===== config.mk =====
export PLATFORM = sky130hd
export DESIGN_NAME = divider
export DESIGN_NICKNAME = d
export VERILOG_FILES = /design/src/rtl/divider.sv
export SDC_FILE = /design/constraint.sdc
export NUM_CORES = 1
export LEC_CHECK = 0
export CORE_MARGIN = 4
export CORE_UTILIZATION = 35
export CTS_BUF_LIST = sky130_fd_sc_hd__clkbuf_2
export CTS_CLUSTER_SIZE = 24
export DETAILED_ROUTE_END_ITERATION = 10
export MAX_ROUTING_LAYER = met4
export SLEW_MARGIN = 30
export SYNTH_ARGS = -nofsm -noshare
export SYNTH_HDL_FRONTEND = slang
export SYNTH_SLANG_ARGS = --single-unit
export TNS_END_PERCENT = 30

===== constraint.sdc =====
create_clock -name clk -period 6.04 [get_ports clk]
set_clock_uncertainty 0.2 [all_clocks]
set_input_delay 1.208 -clock clk [delete_from_list [all_inputs] [get_ports clk]]
set_output_delay 1.208 -clock clk [all_outputs]
set_load 0.005 [all_outputs]

===== src/rtl/divider.sv =====
// Iterative restoring divider for RV32M DIV/DIVU/REM/REMU.
// One quotient bit per cycle, 32 iterations, one-cycle ready pulse on completion.
module divider (
   input  logic        clk,
   input  logic        resetn,
   input  logic [31:0] dividend,
   input  logic [31:0] divisor,
   input  logic [1:0]  DIVop,
   input  logic        valid,
   output logic [31:0] result,
   output logic        ready
);

   localparam logic [2:0] S_IDLE  = 3'b001;
   localparam logic [2:0] S_CALC  = 3'b010;
   localparam logic [2:0] S_READY = 3'b100;

   logic [2:0]  state_q,  state_d;
   logic [31:0] dvd_q,    dvd_d;
   logic [31:0] dvs_q,    dvs_d;
   logic [31:0] rem_q,    rem_d;
   logic [4:0]  cnt_q,    cnt_d;
   logic [1:0]  op_q,     op_d;
   logic        qneg_q,   qneg_d;
   logic        rneg_q,   rneg_d;
   logic [31:0] result_q, result_d;
   logic        ready_q,  ready_d;

   logic        sd_s;
   logic        ss_s;
   logic [31:0] dvd_abs_s;
   logic [31:0] dvs_abs_s;
   logic [32:0] rem_sh_s;
   logic        ge_s;
   logic [31:0] sub_s;
   logic [31:0] quo_fix_s;
   logic [31:0] rem_fix_s;

   // Operand magnitudes and signs; DIVop[0]=1 selects the unsigned forms
   always_comb begin
      sd_s      = ~DIVop[0] & dividend[31];
      ss_s      = ~DIVop[0] & divisor[31];
      dvd_abs_s = sd_s ? (32'd0 - dividend) : dividend;
      dvs_abs_s = ss_s ? (32'd0 - divisor)  : divisor;
   end

   // One restoring step: the partial remainder needs a 33rd bit for the compare
   always_comb begin
      rem_sh_s  = {rem_q, dvd_q[31]};
      ge_s      = (rem_sh_s >= {1'b0, dvs_q});
      sub_s     = rem_sh_s[31:0] - dvs_q;
      quo_fix_s = qneg_q ? (32'd0 - dvd_q) : dvd_q;
      rem_fix_s = rneg_q ? (32'd0 - rem_q) : rem_q;
   end

   // Next-state logic; the dividend register doubles as the quotient shift register
   always_comb begin
      state_d  = state_q;
      dvd_d    = dvd_q;
      dvs_d    = dvs_q;
      rem_d    = rem_q;
      cnt_d    = cnt_q;
      op_d     = op_q;
      qneg_d   = qneg_q;
      rneg_d   = rneg_q;
      result_d = result_q;
      ready_d  = 1'b0;
      case (state_q)
         S_IDLE: begin
            if (valid && !ready_q) begin
               op_d  = DIVop;
               cnt_d = 5'd0;
               dvs_d = dvs_abs_s;
               if (divisor == 32'd0) begin
                  // Divide by zero: all-ones quotient, raw dividend as remainder
                  dvd_d   = 32'hFFFF_FFFF;
                  rem_d   = dividend;
                  qneg_d  = 1'b0;
                  rneg_d  = 1'b0;
                  state_d = S_READY;
               end else begin
                  dvd_d   = dvd_abs_s;
                  rem_d   = 32'd0;
                  qneg_d  = sd_s ^ ss_s;
                  rneg_d  = sd_s;
                  state_d = S_CALC;
               end
            end else begin
               state_d = S_IDLE;
            end
         end
         S_CALC: begin
            if (ge_s) begin
               rem_d = sub_s;
               dvd_d = {dvd_q[30:0], 1'b1};
            end else begin
               rem_d = rem_sh_s[31:0];
               dvd_d = {dvd_q[30:0], 1'b0};
            end
            if (cnt_q == 5'd31) begin
               state_d = S_READY;
            end else begin
               cnt_d = cnt_q + 5'd1;
            end
         end
         S_READY: begin
            result_d = op_q[1] ? rem_fix_s : quo_fix_s;
            ready_d  = 1'b1;
            state_d  = S_IDLE;
         end
         default: begin
            state_d = S_IDLE;
         end
      endcase
   end

   // State registers
   always_ff @(posedge clk or negedge resetn) begin
      if (!resetn) begin
         state_q  <= S_IDLE;
         dvd_q    <= 32'd0;
         dvs_q    <= 32'd0;
         rem_q    <= 32'd0;
         cnt_q    <= 5'd0;
         op_q     <= 2'd0;
         qneg_q   <= 1'b0;
         rneg_q   <= 1'b0;
         result_q <= 32'd0;
         ready_q  <= 1'b0;
      end else begin
         state_q  <= state_d;
         dvd_q    <= dvd_d;
         dvs_q    <= dvs_d;
         rem_q    <= rem_d;
         cnt_q    <= cnt_d;
         op_q     <= op_d;
         qneg_q   <= qneg_d;
         rneg_q   <= rneg_d;
         result_q <= result_d;
         ready_q  <= ready_d;
      end
   end

   assign result = result_q;
   assign ready  = ready_q;

endmodule


==> out/results.txt <==
ys flop type -> dfrtp_1
RSZ-0062 raised after global routing -> no
crit path cell chain -> ha_1, nand3_1, o21bai_1, a2111o_1, a311o_1, a311oi_2, o22ai_4, buf_4, a2111oi_0, a211oi_1, a31oi_1
Final ANT Viol Nets -> 0
CTS Buf Count -> 17
cells taking the most area after synthesis -> dfrtp_1 33%, xnor2_1 7.6%, o21ai_0 7.6%
FFs w/ async S/R, synth -> 100%
Sw Ratio -> 51.3%
Cell Rows -> 63
global route total overflow -> 0
max_cap viols -> 0
PortBufs -> 101
H-tree depth -> 4
synth cell count leaders -> 200 x nand2_1, 160 x o21ai_0, 139 x dfrtp_1, 96 x nor2_1, 92 x xnor2_1
Synth top area share -> 32.9%
Clock power frac -> 8.5%
largest net degree at the start of global routing -> 104
Synth Area in Compound Gates -> 24.8%
Slew @ Worst Pin -> 947 ps
P_leak -> 4.99 nW
# setup viols final -> 0
Synth warnings -> 0
drt via density -> 5.31
Via Count -> 9,620
root cell of the clock tree -> clkbuf_2
Sw Pwr -> 3.05 mW
mapped cell area -> 0.0106 mm²
vias in the first global route -> 8,821
final hold violations -> 0
PostCTS Resize Cnt -> 0
CP Max Fanout -> 33
antenna violations before repair -> 1
CP Data Arrival Time -> 4760 ps
fmax -> 234 MHz
Post-Synthesis Cells -> 1,351
Worst Path Required -> 6520 ps
# hold bufs at CTS -> 0
power per cell area -> 490 mW/mm²
Post-Route Utilization -> 40.8%
Starting Density -> 35.6%
Syn Area/Cell -> 7.83 µm²
drc violations -> 0
die area -> 0.0331 mm²
Post-synth EDFFs -> 0
area delta synth->final -> 14.8%
Yosys cell types -> 64
Reg clk slew, reported paths -> 260 ps
Nets -> 1,514
CTS tree -> built
Post-CTS Setup Repair Bufs -> 0
fin crit share -> 70.9%
largest family of logic cells by synthesized area -> compound AO/OA/AOI/OAI gates
Mapped Nets -> 1,459
WHS -> 279 ps
adder-cell area share of the yosys netlist -> 4.69%
FF+latch count, synth -> 140
Final Max Tran Viols -> 0
Synth area leader -> dfrtp_1
layout cells sized above 1 -> 5.00%
Critical Path Slowest Stage Cell -> dfrtp_1
clock sink count -> 140
top-level port count -> 102
Die Wd -> 182 µm
Worst setup EP type -> flip-flop
HP Class -> input pin to asynchronous set/reset pin
global placer's final weighted congestion -> 0.885
WL/cell -> 16.6 µm
fin crit period -> 4280 ps
gr usage total -> 18.5%
setup_tns -> 0 ps
Logic pwr share -> 62.8%
multiplexer share of the synthesized area -> 1.05%
Pre-Repair DR Iteration Count -> 5
Synth Area in XOR/XNOR -> 12.2%
crit start category -> flip-flop
Worst VDD drop -> 191 µV
clock latency on the worst-skew pair -> 760 ps
Slew headroom -> 36.9%
Clock Tree Buf Depth -> 2
initial drt markers -> 827
hpwl dp -> 23,100 µm
Flop pwr share -> 28.7%
DRT Wirelength -> 30,100 µm
Die Height -> 182 µm
sequential area share after synthesis -> 33.1%
simple-gate share of the synthesized area -> 19.4%
first-pass GRT wire length -> 48,300 µm
Setup CP Type -> flip-flop to flip-flop
area of the core -> 0.0297 mm²
cell with the most instances after synthesis -> nand2_1
status -> complete, no violations
Slowest Stage Delay on Critical Path -> 530 ps
Cell Int Power -> 2.90 mW
## per-stage QoR
stage          instances  worst slack [ps]  power, mW  instance area, µm²
2_1_floorplan       1351              2340       4.49               10600
3_3_place_gp        1777              1210       5.37               11900
3_5_place_dp        1777              1190       5.42               11900
4_1_cts             1809              1800       5.94               12100
5_1_grt             1810              1430       6.53               12100
6_report            1810              1760       5.95               12100
## worst max-delay path: cells and delay by family, from the launching register on
kind | cells | cell delay, ps
simple gates | 1 | 150
fa+ha+maj | 1 | 410
buf+inv | 1 | 330
compound gates | 8 | 2590
flops | 1 | 530
## cells by family after synthesis
group	count (synthesis)
xor+xnor	147
flops	140
compound gates	431
fa+ha+maj	39
mux	11
buf+inv	134
simple gates	449
## cell type report
cell class                      count  area, µm²
Inverter                           55        206
Timing Repair Buffer              115       1120
Clock buffer                       17       85.1
Sequential cell                   140       3510
Fill cell                        3040      17600
Antenna cell                        1       2.50
Clock inverter                     15        118
Tap cell                          390        488
Multi-Input combinational cell   1077       6610
## final timing paths
check / start / endpoint / slack (ps) / depth (start not counted)
worst max-delay path: rem_q[2] / rem_q[8] / 1760 / 11
worst min-delay path: resetn / result[6] / 280 / 1
worst max register to register: rem_q[2] / rem_q[8] / 1760 / 11
worst min register to register: result[31] / result[31] / 300 / 2
max in group asynchronous: resetn / dvs_q[24] / 4250 / 2
min in group clk: result[31] / result[31] / 300 / 2
## state kept, by name, summed over array words and instances, names as in the netlist
register  flops
dvs_q        32
state_q       3
rneg_q        1
result       32
qneg_q        1
op_q          1
dvd_q        32
ready         1
rem_q        32
cnt_q         5
## power groups by stage
| stage | Combinational (mW) | Clock (mW) | Sequential [mW] |
|---|---|---|---|
| after floorplan | 2.95 | 0 | 1.54 |
| after global placement | 3.67 | 0 | 1.70 |
| after detailed placement | 3.71 | 0 | 1.72 |
| after CTS | 3.72 | 0.524 | 1.70 |
| after global routing | 4.22 | 0.560 | 1.76 |
| final | 3.73 | 0.507 | 1.71 |
## metal layers
metal	share of wire [%]	up-vias	GRT usage, %
met1	51	4440	27.4
met2	43	246	26.8
li1	-	4903	-
met3	4.7	31	2.16
met5	0	-	-
met4	1.8	0	4.65
## cell usage in the layout (no fill, tap or decap), types with 10 or more instances in the layout
master and count:
nor2_1 96, nor3_1 28, or3_1 13, and3_1 10, inv_1 55, mux2i_1 10, a21o_1 26, xnor2_1 92
a21oi_1 91, buf_4 14, nand2b_1 11, o21ai_0 160, nand3_1 36, clkbuf_2 17, o31ai_1 23, xor2_1 55
a211oi_1 30, clkdlybuf4s50_1 100, ha_1 38, a31oi_1 39, o22ai_1 10, dfrtp_1 138, nand2_1 199
Note: power is estimated with default switching activity, not from simulation.
